## src/rtl/audio_tone_ctrl_mc_pkg.sv

```systemverilog
// Shared definitions for the multi-channel tone controller: register fields,
// response codes, bus states and width helpers.
package audio_tone_ctrl_mc_pkg;

  localparam logic       FIELD_HALF  = 1'b0;
  localparam logic       FIELD_CTRL  = 1'b1;
  localparam logic [1:0] RESP_OKAY   = 2'b00;
  localparam logic [1:0] RESP_SLVERR = 2'b10;

  typedef enum logic [1:0] {
    S_IDLE,
    S_HAVE_ADDR,
    S_HAVE_DATA,
    S_RESP
  } bus_state_t;

  // Enable sits directly above the volume field in a control write.
  function automatic int unsigned en_bit_pos(input int unsigned vol_w);
    return vol_w;
  endfunction

  function automatic int unsigned pwm_width(input int unsigned vol_w, input int unsigned num_ch);
    int unsigned w;
    w = $clog2(num_ch);
    if (w < 1) w = 1;
    return vol_w + w;
  endfunction

endpackage

```

## src/rtl/audio_tone_ctrl_mc_tone_channel.sv

```systemverilog
// One square-wave tone channel: half-period/enable/volume registers, tick
// counter and phase; emits the phase-gated volume and a registered active flag.
module tone_channel
  import audio_tone_ctrl_mc_pkg::*;
#(
  parameter int unsigned DATA_W = 16,
  parameter int unsigned VOL_W  = 4
) (
  input  logic              clk,
  input  logic              rst_n,
  input  logic              i_tick,
  input  logic              i_wr_half,
  input  logic              i_wr_ctrl,
  input  logic [DATA_W-1:0] i_wdata,
  output logic [VOL_W-1:0]  o_vol,
  output logic              o_active
);

  localparam int unsigned EN_BIT = en_bit_pos(VOL_W);

  logic [DATA_W-1:0] r_half;
  logic [DATA_W-1:0] r_cnt;
  logic [VOL_W-1:0]  r_vol;
  logic              r_en;
  logic              r_phase;
  logic              r_active;

  always_ff @(posedge clk or negedge rst_n) begin
    if (!rst_n) begin
      r_half   <= '0;
      r_cnt    <= '0;
      r_vol    <= '0;
      r_en     <= 1'b0;
      r_phase  <= 1'b0;
      r_active <= 1'b0;
    end else begin
      r_active <= r_en & (r_half != '0);
      if (i_wr_half) begin
        r_half  <= i_wdata;
        r_cnt   <= '0;
        r_phase <= 1'b0;
      end else begin
        if (i_wr_ctrl) begin
          r_en  <= i_wdata[EN_BIT];
          r_vol <= i_wdata[VOL_W-1:0];
        end
        // A register write coinciding with a tick takes priority and clears the waveform.
        if (i_tick) begin
          if (i_wr_ctrl || (r_half == '0) || !r_en) begin
            r_cnt   <= '0;
            r_phase <= 1'b0;
          end else if (r_cnt == r_half - DATA_W'(1)) begin
            r_cnt   <= '0;
            r_phase <= ~r_phase;
          end else begin
            r_cnt <= r_cnt + DATA_W'(1);
          end
        end
      end
    end
  end

  assign o_vol    = r_phase ? r_vol : '0;
  assign o_active = r_active;

endmodule

```

## src/rtl/audio_tone_ctrl_mc.sv

```systemverilog
// Multi-channel tone controller: write-only AXI-Lite-style slave, shared
// prescaler, per-channel tone generators, summing mixer and PWM output.
module audio_tone_ctrl_mc
  import audio_tone_ctrl_mc_pkg::*;
#(
  parameter int unsigned NUM_CH   = 4,
  parameter int unsigned DATA_W   = 16,
  parameter int unsigned VOL_W    = 4,
  parameter int unsigned PRESCALE = 10,
  parameter int unsigned ADDR_W   = 4
) (
  input  logic              ACLK,
  input  logic              ARESETn,
  input  logic [ADDR_W-1:0] AWADDR,
  input  logic              AWVALID,
  output logic              AWREADY,
  input  logic [DATA_W-1:0] WDATA,
  input  logic              WVALID,
  output logic              WREADY,
  output logic              BVALID,
  input  logic              BREADY,
  output logic [1:0]        BRESP,
  output logic              aud_out,
  output logic [NUM_CH-1:0] ch_active
);

  localparam int unsigned CH_W  = ADDR_W - 1;
  localparam int unsigned PWM_W = pwm_width(VOL_W, NUM_CH);
  localparam int unsigned PRE_W = (PRESCALE > 1) ? $clog2(PRESCALE) : 1;

  bus_state_t        r_state, w_state_nxt;
  logic [ADDR_W-1:0] r_addr;
  logic [DATA_W-1:0] r_data;
  logic [1:0]        r_bresp;
  logic              w_aw_acc, w_w_acc, w_wr;
  logic [ADDR_W-1:0] w_wr_addr;
  logic [DATA_W-1:0] w_wr_data;
  logic [CH_W-1:0]   w_wr_ch;
  logic              w_wr_field;
  logic              w_ch_ok;

  assign AWREADY  = (r_state == S_IDLE) || (r_state == S_HAVE_DATA);
  assign WREADY   = (r_state == S_IDLE) || (r_state == S_HAVE_ADDR);
  assign BVALID   = (r_state == S_RESP);
  assign BRESP    = r_bresp;
  assign w_aw_acc = AWVALID & AWREADY;
  assign w_w_acc  = WVALID & WREADY;

  // The write lands on the edge that completes the pair, mixing held and live beats.
  always_comb begin
    w_state_nxt = r_state;
    w_wr        = 1'b0;
    w_wr_addr   = r_addr;
    w_wr_data   = r_data;
    case (r_state)
      S_IDLE: begin
        if (w_aw_acc && w_w_acc) begin
          w_wr        = 1'b1;
          w_wr_addr   = AWADDR;
          w_wr_data   = WDATA;
          w_state_nxt = S_RESP;
        end else if (w_aw_acc) begin
          w_state_nxt = S_HAVE_ADDR;
        end else if (w_w_acc) begin
          w_state_nxt = S_HAVE_DATA;
        end
      end
      S_HAVE_ADDR: begin
        if (w_w_acc) begin
          w_wr        = 1'b1;
          w_wr_data   = WDATA;
          w_state_nxt = S_RESP;
        end
      end
      S_HAVE_DATA: begin
        if (w_aw_acc) begin
          w_wr        = 1'b1;
          w_wr_addr   = AWADDR;
          w_state_nxt = S_RESP;
        end
      end
      S_RESP: begin
        if (BREADY) w_state_nxt = S_IDLE;
      end
      default: w_state_nxt = S_IDLE;
    endcase
  end

  assign w_wr_ch    = w_wr_addr[ADDR_W-1:1];
  assign w_wr_field = w_wr_addr[0];
  assign w_ch_ok    = (32'(w_wr_ch) < NUM_CH);

  always_ff @(posedge ACLK or negedge ARESETn) begin
    if (!ARESETn) begin
      r_state <= S_IDLE;
      r_addr  <= '0;
      r_data  <= '0;
      r_bresp <= RESP_OKAY;
    end else begin
      r_state <= w_state_nxt;
      if (w_aw_acc) r_addr <= AWADDR;
      if (w_w_acc)  r_data <= WDATA;
      if (w_wr)     r_bresp <= w_ch_ok ? RESP_OKAY : RESP_SLVERR;
    end
  end

  logic [PRE_W-1:0] r_pre;
  logic             w_tick;

  assign w_tick = (r_pre == PRE_W'(PRESCALE - 1));

  always_ff @(posedge ACLK or negedge ARESETn) begin
    if (!ARESETn) r_pre <= '0;
    else          r_pre <= w_tick ? '0 : r_pre + PRE_W'(1);
  end

  logic [VOL_W-1:0] w_vol [NUM_CH];

  for (genvar g = 0; g < NUM_CH; g++) begin : g_ch
    tone_channel #(
      .DATA_W (DATA_W),
      .VOL_W  (VOL_W)
    ) u_ch (
      .clk       (ACLK),
      .rst_n     (ARESETn),
      .i_tick    (w_tick),
      .i_wr_half (w_wr && w_ch_ok && (w_wr_ch == CH_W'(g)) && (w_wr_field == FIELD_HALF)),
      .i_wr_ctrl (w_wr && w_ch_ok && (w_wr_ch == CH_W'(g)) && (w_wr_field == FIELD_CTRL)),
      .i_wdata   (w_wr_data),
      .o_vol     (w_vol[g]),
      .o_active  (ch_active[g])
    );
  end

  logic [PWM_W-1:0] w_level;
  logic [PWM_W-1:0] r_pwm;
  logic             r_aud;

  always_comb begin
    w_level = '0;
    for (int unsigned i = 0; i < NUM_CH; i++) begin
      w_level = w_level + PWM_W'(w_vol[i]);
    end
  end

  always_ff @(posedge ACLK or negedge ARESETn) begin
    if (!ARESETn) begin
      r_pwm <= '0;
      r_aud <= 1'b0;
    end else begin
      r_pwm <= r_pwm + PWM_W'(1);
      r_aud <= (r_pwm < w_level);
    end
  end

  assign aud_out = r_aud;

endmodule

```

## config.mk

```make
export PLATFORM = sky130hd
export DESIGN_NAME = audio_tone_ctrl_mc
export DESIGN_NICKNAME = d
export VERILOG_FILES = /design/src/rtl/audio_tone_ctrl_mc_pkg.sv /design/src/rtl/audio_tone_ctrl_mc_tone_channel.sv /design/src/rtl/audio_tone_ctrl_mc.sv
export SDC_FILE = /design/constraint.sdc
export NUM_CORES = 1
export LEC_CHECK = 0
export ABC_AREA = 0
export BUFFER_PORTS_ARGS = -buffer_cell sky130_fd_sc_hd__buf_2
export CORE_UTILIZATION = 40
export CTS_CLUSTER_SIZE = 10
export DETAILED_ROUTE_END_ITERATION = 7
export GPL_TIMING_DRIVEN = 0
export PLACE_DENSITY = 0.56
export REMOVE_ABC_BUFFERS = 1
export SYNTH_ARGS = -nofsm -noshare
export SYNTH_HDL_FRONTEND = slang
export SYNTH_SLANG_ARGS = --single-unit
```

## constraint.sdc

```tcl
create_clock -name ACLK -period 4.2 [get_ports ACLK]
set_input_delay 0.21 -clock ACLK [delete_from_list [all_inputs] [get_ports ACLK]]
set_output_delay 0.21 -clock ACLK [all_outputs]
set_load 0.05 [all_outputs]
```

# ---- Word level (Yosys, flattened, before mapping)
# Cells that the tools add are included.
dict set report totals {
  ramBits 0
  mem_bits_ro 0
  word_cells 186
  mem_count 0
  reg_bits 191
  in_bits 25
  out_inout_bits 10
  latchBits 0
}
dict set report op_classes {
  eq_ne 15
  reduce_logical 55
  n_addsub 13
  bitwise_logic 15
  shift 0
  multipliers 0
  n_mux 55
  n_div 0
  magnitude_cmp 2
}
# operator count
set ops {}
lappend ops {{two-way mux 16 bit} 18}
lappend ops {{adder 16 x 1 -> 16 bit (second input constant)} 4}
lappend ops {{equality test 16 bit} 4}
lappend ops {{zero test 16 bit} 4}
lappend ops {{nonzero test 16 bit} 4}
lappend ops {{subtractor 16 x 1 -> 16 bit (second input constant)} 4}
lappend ops {{one-hot mux 16 bit (2 select lines)} 1}
lappend ops {{two-way mux 4 bit} 7}
lappend ops {{two-way mux 1 bit} 19}
lappend ops {{AND reduction 2 bit} 8}
lappend ops {{logical AND 1 bit} 14}
lappend ops {{two-way mux 2 bit} 7}
lappend ops {{nonzero test 3 bit} 4}
lappend ops {{logical OR 1 bit} 10}
lappend ops {{NOT 1 bit} 9}
lappend ops {{one-hot mux 2 bit (4 select lines)} 1}
lappend ops {{one-hot mux 4 bit (2 select lines)} 1}
lappend ops {{nonzero test 2 bit} 4}
lappend ops {{adder 5 x 4 -> 6 bit} 1}
lappend ops {{adder 6 x 1 -> 6 bit (second input constant)} 1}
lappend ops {{adder 6 x 4 -> 6 bit} 1}
lappend ops {{bitwise AND 1 bit} 6}
lappend ops {{equality test 3 x 2 -> 1 bit (second input constant)} 2}
lappend ops {{< comparator 6 bit} 1}
lappend ops {{15 further kinds} 20}

# ---- Longest topological paths before layout
# Gate-level depths: netlist of the first run.
dict set report depth {
  ltp_word 15
  mapped_depth 13
  depth_no_buf 13
}

# ---- Modules after synthesis
# Synthesis of the first run repeated with hierarchy kept, for this count alone.
dict set report unflattened {
  cells_unflattened 1113
  hier_area_um2 11223.3
}
# mod area_per_inst_um2 instances seq_area_each_um2 cells_each
set modules_own_cells {}
lappend modules_own_cells {{tone_channel (g_ch[0].u_ch ...)} 2215.9 3 975.9 221}
lappend modules_own_cells {{tone_channel (g_ch[3].u_ch)} 2302.2 1 975.9 228}
lappend modules_own_cells {audio_tone_ctrl_mc 2273.4 1 850.8 222}

# ---- Worst setup path after synthesis of the first run
# Ideal clock, no wire load.
dict set report synth_path {
  path_kind {reg2reg}
  from {reg g_ch[1].u_ch.r_half[4]}
  to {reg g_ch[1].u_ch.r_cnt[0]}
  t_required_ns 4.075
  arrival_ns 2.966
  path_slack_ns 1.109
  path_buffers 2
  path_stages_with_launch 10
  cell_sequence {dfrtp_1 clkdlybuf4s50_2 nor4_1 mux2i_1 o31ai_1 a2111o_1 a2111oi_2 buf_6 nor3_4 mux2_2}
}
dict set report synth_between {
  elab_chain_cells 6
  word_cells_on_any_way 9
  classes_between {add/sub: 1; eq/ne: 1; mux: 4; reduce/logical: 3}
}
# element line
set synth_lines {}
lappend synth_lines {{from (decl)} audio_tone_ctrl_mc_tone_channel.sv:21} ;# logic [DATA_W-1:0] r_half;
lappend synth_lines {{from (signal assigned)} audio_tone_ctrl_mc_tone_channel.sv:39} ;# r_half <= i_wdata;
lappend synth_lines {{subtractor 16 x 1 -> 16 bit / zero test 16 bit (equally long branches)} {audio_tone_ctrl_mc_tone_channel.sv:52, audio_tone_ctrl_mc_tone_channel.sv:49}}
lappend synth_lines {{equality test 16 bit / logical OR 1 bit (equally long branches)} {audio_tone_ctrl_mc_tone_channel.sv:52, audio_tone_ctrl_mc_tone_channel.sv:49}}
lappend synth_lines {{two-way mux 16 bit / logical OR 1 bit (equally long branches)} {audio_tone_ctrl_mc_tone_channel.sv:52, audio_tone_ctrl_mc_tone_channel.sv:49}}
lappend synth_lines {{two-way mux 16 bit (*)} audio_tone_ctrl_mc_tone_channel.sv:49} ;# if (i_wr_ctrl || (r_half == '0) || !r_en) begin
lappend synth_lines {{two-way mux 16 bit (*)} audio_tone_ctrl_mc_tone_channel.sv:48} ;# if (i_tick) begin
lappend synth_lines {{two-way mux 16 bit (*)} audio_tone_ctrl_mc_tone_channel.sv:38} ;# if (i_wr_half) begin
lappend synth_lines {{to (signal assigned)} audio_tone_ctrl_mc_tone_channel.sv:56} ;# r_cnt <= r_cnt + DATA_W'(1);
lappend synth_lines {{to (decl)} audio_tone_ctrl_mc_tone_channel.sv:22} ;# logic [DATA_W-1:0] r_cnt;
# Mark *: on every way between the ends. The rest lies on a longest branch, timed or not. The select of a mux whose other input is x is not followed.
# A chain may end at the register's enable or synchronous reset.

# ---- Final worst setup path of the first run
dict set report layout_path {
  from {reg g_ch[1].u_ch.r_half[0]}
  to {reg g_ch[1].u_ch.r_cnt[12]}
}
# The elaborated chain is that of the path after synthesis.

==> results of run 1 <==
==> cell usage after synthesis, types with 9 or more instances <==
cell,number
a22o_1,15
a31oi_1,10
nand3_1,42
inv_1,54
nor2_1,115
nor4_1,14
a222oi_1,15
and3_1,24
nor2b_1,26
o31ai_1,16
o21ai_0,91
mux2_2,25
mux2i_1,11
or2_2,9
xor2_1,40
nand4_1,16
ha_1,24
or3_1,9
xnor2_1,73
nor3_1,47
a21oi_1,64
clkbuf_1,50
dfrtp_1,190
and2_1,20
nand2_1,132
==> state kept, by name, indices dropped and copies added (netlist names) <==
register	flops
g_ch.u_ch.r_half	64
r_pre	4
r_pwm	6
g_ch.u_ch.r_vol	16
g_ch.u_ch.r_cnt	64
BRESP	1
g_ch.u_ch.r_en	4
aud_out	1
r_data	16
r_addr	4
r_state	2
g_ch.u_ch.r_phase	4
g_ch.u_ch.o_active	4
==> stage by stage <==
| step | TNS [ns] | util [%] | setup slack [ns] | hold slack (ns) |
|---|---|---|---|---|
| 3_3_place_gp | -141.40 | 42.1 | -1.94 | 0.451 |
| 4_1_cts | 0 | 44.9 | 0.00482 | 0.00744 |
| 5_1_grt | 0 | 44.9 | 0.0754 | 0.0168 |
| 2_1_floorplan | -4.88 | - | -0.491 | -0.0856 |
| 6_report | 0 | 44.9 | 0.345 | 0.0249 |
| 3_5_place_dp | -10.32 | 42.7 | -0.449 | 0.233 |
==> worst min-delay path by stage <==
stage,endpoint,slack [ns],cells after the start
after floorplan,BRESP[1],-0.09,0
after global placement,r_pwm[0],0.45,1
after detailed placement,g_ch[3].u_ch.r_cnt[5],0.23,1
after CTS,r_data[14],0.007,2
after global routing,r_data[14],0.02,2
final,r_data[14],0.02,2
==> logic make-up (layout without fill, tap and decap cells) <==
logic type,after synthesis,count (layout),synth area share [%]
and+or+nand+nor,507,507,22.5
AOI/OAI and AO/OA,269,269,15.4
DFF,190,190,41.7
buffers and inverters,120,135,4.35
xor gates and xnor gates,113,113,8.67
muxes,36,36,3.43
adders and majority gates,32,32,4.03
other,1,5,0.0329
==> what timing repair did <==
action | CTS | global route
pin swaps | 0 | 0
hold buffers | 1 | 0
resized for setup | 5 | 3
setup endpoints to repair | 43 | 30
endpoints found under the hold margin | 73 | 0
==> cell type report <==
cell class	instances	area, sq um
multi-input combinational	958	6220
inverter	54	203
clock inverter	10	76.3
sequential	190	4750
timing repair buffer	49	339
fill	2809	15400
clock buffer	22	474
antenna	4	10.0
tap	378	473
==> power by group through the flow <==
| stage | clock, mW | combinational [mW] | sequential (mW) |
|---|---|---|---|
| after floorplan | 0 | 2.29 | 2.80 |
| after detailed placement | 0 | 3.29 | 2.89 |
| after CTS | 1.61 | 3.33 | 2.85 |
| after global placement | 0 | 3.12 | 2.87 |
| after global routing | 1.68 | 3.70 | 2.94 |
| final | 1.56 | 3.33 | 2.86 |
==> metal layers <==
metal | wire (um) | vias to the layer above
met5 | 0 | -
met4 | 301 | 0
met3 | 1080 | 18
met2 | 12300 | 148
met1 | 13800 | 4365
li1 | - | 4481
==> results_dict.tcl, run 1 <==
set metrics [dict create \
    r2r-end "g_ch[1].u_ch.r_cnt[12]" \
    hold_viol_final 0 \
    p_clk_share_pct 20.2 \
    crit_type "reg2reg" \
    fin_crit_sh_pct 91.8 \
    crit_buf_inv 1 \
    arrival_ns 4.14 \
    instances_no_fill 1665 \
    drtAntennaViolNets 0 \
    grt_use_met1_pct 29.3 \
    yosysTopAreaCellShare_pct 41.7 \
    slowest_stage "a2111oi_4" \
    die_area_sq_mm 0.0292 \
    peakVddDrop_mv 0.476 \
    die_h_um 171 \
    grt-ovfl-total 0 \
    synth_top_area_cell "dfrtp_1" \
    grt_max_degree 118 \
    seqPwrFrac_pct 36.9 \
    route.detailed.drc 0 \
    worstPathCellList "inv_1 > ha_1 > nor3b_1 > nand2_1 > nor4_1 > a31oi_1 > or3_2 > a2111oi_4 > or2_2 > a21oi_1" \
    fin_worst_skew_ns 0.0156 \
    final_cell_mix "190 x dfrtp_1, 132 x nand2_1, 113 x nor2_1" \
    drv_cap 0 \
    crit_cells 10 \
    grt_pass1_wl_um 46100 \
    start_util_pct 40.9 \
    status "finished, final reports clean" \
    grtUsageMet3_pct 3.63 \
    grt_pass1_vias 8634 \
    clock_latency_ns 0.44 \
    routed_wl_um 27500 \
    io_pins 35 \
    routed_via_density 5.41 \
    post_dp_cell_area_sq_mm 0.0119 \
    layout_commonest_cell "dfrtp_1" \
    hp-class "in2reg" \
    cp-startpoint "g_ch[1].u_ch.r_half[0]" \
    clk_pin_slew_ns 0.08 \
    rsz0062_at_grt "no" \
    drive_gt1_share_pct 10.8 \
    vias 9012 \
    ys_seq_area_share_pct 41.7 \
    ys_types 73 \
    cts_buffer_depth 2 \
    netlist_area_sq_mm 0.0114 \
    rr_startpoint "g_ch[1].u_ch.r_half[0]" \
    top_usage_layer "met2" \
    synthArstFlopShare_pct 100 \
    die_w_um 171 \
    netlist_instances 1268 \
    crit_required_ns 4.48 \
    fin_nets 1327 \
    gp_congestion 0.813 \
    synth_edf_count 0 \
    clock.fmax_mhz 259 \
    hpwl_um 19900 \
    finalCriticalPeriod_ns 3.86 \
    setup_viol 0 \
    drt_iter0_drc 648 \
    hp-start "WDATA[14]" \
    core_sq_mm 0.0279 \
    relSlewSlack_pct 3.86 \
    root_buffer "clkbuf_16" \
    tritoncts "built" \
    cts_htree_levels 4 \
    combPwrFrac_pct 42.9 \
    ys_top_cells_by_area "dfrtp_1 42%, xnor2_1 5.6%, nand2_1 4.3%" \
    ys_ff_latch 190 \
    antenna_found_initial 4 \
    critPathCaptureType "flop" \
    synthFlopType "dfrtp_1" \
    track_usage_pct 20.1 \
    max_stage_delay_ns 0.78 \
    p_switching_mw 3.30 \
    crit_end "g_ch[1].u_ch.r_cnt[12]" \
    power.share.switching_pct 42.6 \
    tightest_slew_ns 1.44 \
    io_buffers 33 \
    slew_viol_final 0 \
    start_kind "flop" \
    avgRoutedWirePerCell_um 16.5 \
    rows 61 \
    cts_made_buffers 17 \
    crit_fanout 11 \
    cts_setup_buffers 0 \
    power_density_mw_per_mm2 617 \
    met2_usage_pct 30.9 \
    avgSynthCellArea_sq_um 9.00 \
    p_leak_nw 5.45 \
    r2r_setup_slack_ns 0.34 \
    yosysWarnings 0 \
    clock_sinks 190 \
    syn_to_final_growth_pct 10.0 \
    internal-power_mw 4.45 \
    fin_area_sq_mm 0.0126 \
    finalPower_mw 7.75 \
    crit_family "simple AND/OR/NAND/NOR gates" \
    place_inst 1628 \
    r2r_cells 10 \
    drtPass1Iterations 5 \
]
Note: power is estimated with default switching activity, not from simulation.
==> inputs of run 2 (changes only) <==
--- a/config.mk
+++ b/config.mk
@@ -7,11 +7,13 @@
 export LEC_CHECK = 0
 export ABC_AREA = 0
 export BUFFER_PORTS_ARGS = -buffer_cell sky130_fd_sc_hd__buf_2
+export CELL_PAD_IN_SITES_DETAIL_PLACEMENT = 1
+export CELL_PAD_IN_SITES_GLOBAL_PLACEMENT = 2
 export CORE_UTILIZATION = 40
 export CTS_CLUSTER_SIZE = 10
 export DETAILED_ROUTE_END_ITERATION = 7
 export GPL_TIMING_DRIVEN = 0
-export PLACE_DENSITY = 0.56
+export PLACE_DENSITY = 0.81
 export REMOVE_ABC_BUFFERS = 1
 export SYNTH_ARGS = -nofsm -noshare
 export SYNTH_HDL_FRONTEND = slang
==> run 2 against run 1 <==
Clock power grew 10%. Register-to-register slack worse by 0.03 ns. First-iteration DRC count decreased by 6.5%. Sequential cell count stayed put. Clock skew grew 0.0026 ns. Combinational power up 3%. Maximum frequency shrank 0.71%. Largest power group unchanged.
==> results_dict.tcl, run 2 (synthesized netlist as in run 1, its figures left out) <==
set metrics [dict create \
    status "finished, final reports clean" \
    final_cell_mix "190 x dfrtp_1, 132 x nand2_1, 113 x nor2_1" \
    fin_hold_ws_ns 0.0280 \
    root_buffer "clkbuf_16" \
    rows 61 \
    clk_pin_slew_ns 0.07 \
    fin_setup_tns_ns 0 \
    crit_buf_inv 1 \
    hp-class "in2reg" \
    avgRoutedWirePerCell_um 18.7 \
    whs_endpoint "r_data[14]" \
    drive_gt1_share_pct 11.2 \
    cts_buffer_depth 2 \
    routed_via_density 5.58 \
    p_leak_nw 5.48 \
    rsz0062_at_grt "no" \
    crit_required_ns 4.51 \
    cp-startpoint "r_state[0]" \
    antenna_found_initial 5 \
    io_pins 35 \
    drtPass1Iterations 5 \
    grt_max_degree 105 \
    worstPathCellList "inv_1 > ha_4 > o21ai_1 > a22oi_1 > nand2_1 > or3_2 > and2_1 > nor2_2 > nor2_1" \
    post_dp_cell_area_sq_mm 0.0119 \
    top_regs "g_ch.u_ch.r_cnt: 64 flops, g_ch.u_ch.r_half: 64 flops" \
    die_h_um 171 \
    crit_fanout 33 \
    fin_area_sq_mm 0.0126 \
    finalPower_mw 8.01 \
    slew_viol_final 0 \
    start_util_pct 40.9 \
    grt-ovfl-total 0 \
    max_stage_delay_ns 0.83 \
    power_density_mw_per_mm2 634 \
    internal-power_mw 4.50 \
    critPathCaptureType "flop" \
    seqPwrFrac_pct 35.9 \
    relSlewSlack_pct 7.58 \
    tightest_slew_ns 1.39 \
    arrival_ns 4.19 \
    seq_area_sq_mm 0.00475 \
    crit_family "simple AND/OR/NAND/NOR gates" \
    hpwl_um 22400 \
    drt_iter0_drc 606 \
    p_switching_mw 3.50 \
    fillers 3253 \
    track_usage_pct 22.7 \
    gp_congestion 0.813 \
    die_area_sq_mm 0.0292 \
    rr_startpoint "r_state[0]" \
    fin_nets 1330 \
    grt_pass1_vias 9511 \
    drv_cap 0 \
    clock_sinks 190 \
    slowest_stage "or3_2" \
    r2r_cells 9 \
    finalCriticalPeriod_ns 3.88 \
    r2r-end "g_ch[2].u_ch.r_cnt[8]" \
    start_kind "flop" \
    grt_pass1_wl_um 51700 \
    cts_htree_levels 4 \
    tritoncts "built" \
    vias 9294 \
    cts_made_buffers 17 \
    power.share.switching_pct 43.8 \
    clock_latency_ns 0.45 \
    fin_worst_skew_ns 0.0182 \
    route.detailed.drc 0 \
    multi_input_area_sq_mm 0.00623 \
    finish.utilization_pct 45.2 \
    core_sq_mm 0.0279 \
    p_clk_share_pct 21.4 \
    drtAntennaViolNets 0 \
    peakVddDrop_mv 0.581 \
    io_buffers 33 \
    layout_commonest_cell "dfrtp_1" \
    hold_viol_final 0 \
    r2r_setup_slack_ns 0.32 \
    routed_wl_um 31200 \
    clock.fmax_mhz 258 \
    setup_viol 0 \
    syn_to_final_growth_pct 10.6 \
    die_w_um 171 \
    combPwrFrac_pct 42.7 \
    crit_type "reg2reg" \
    fin_crit_sh_pct 92.5 \
    hp-start "WDATA[14]" \
    holdPathStages 2 \
]
## run 2: what timing repair did
item / CTS / global route
pin swaps: 0 / 0
endpoints found under the hold margin: 86 / 0
setup endpoints to repair: 50 / 34
setup buffers: 0 / 0
cloned: 0 / 0
hold buffers: 1 / 0
gates resized for setup: 4 / 5
## run 2: metrics by stage
step	instances	setup WS (ns)
after detailed placement	1630	-0.488
after CTS	1663	0.0738
after global routing	1664	0.0117
final	1667	0.317
after global placement	1613	-2.10
after floorplan	1202	-0.491
## run 2: worst reg2reg max path, delay by kind of cell (launching register included)
family / cells / cell delay (ns)
adders and majority gates: 1 / 0.37
buffers and inverters: 1 / 0.16
AOI/OAI and AO/OA: 2 / 0.71
and+or+nand+nor: 5 / 2.10
DFF: 1 / 0.42
## run 2: final cells by class
cell class,count,share of cell area (%)
inverters,54,1.61
repair buffers,52,2.70
multi-input cells,958,49.4
diodes,3,0.0595
flip-flops and latches,190,37.7
clock buffers,18,3.48
clock inverters,14,1.38
well taps,378,3.75
## run 2: power by group through the flow
stage	registers, mW	clock network (mW)	logic (mW)
finish	2.88	1.72	3.42
global route	2.96	1.83	3.77
CTS	2.87	1.76	3.40
detailed placement	2.91	0	3.37
global placement	2.88	0	3.16
floorplan	2.80	0	2.29
## run 2: worst max-delay path by stage
stage               cells after the start                      to
global route                            8   g_ch[0].u_ch.r_cnt[8]
floorplan                               9   g_ch[1].u_ch.r_cnt[0]
detailed placement                     10  g_ch[1].u_ch.r_cnt[12]
finish                                  9   g_ch[2].u_ch.r_cnt[8]
CTS                                    10  g_ch[2].u_ch.r_cnt[15]
global placement                        9   g_ch[1].u_ch.r_cnt[0]
## run 2: metal layers
metal  track usage [%]  wire, um  part of all wire (%)
met5                 0        22                 0.071
met4              4.62       303                  0.97
met3              4.58      1170                   3.8
met2              36.0     14300                    46
met1              32.2     15400                    49
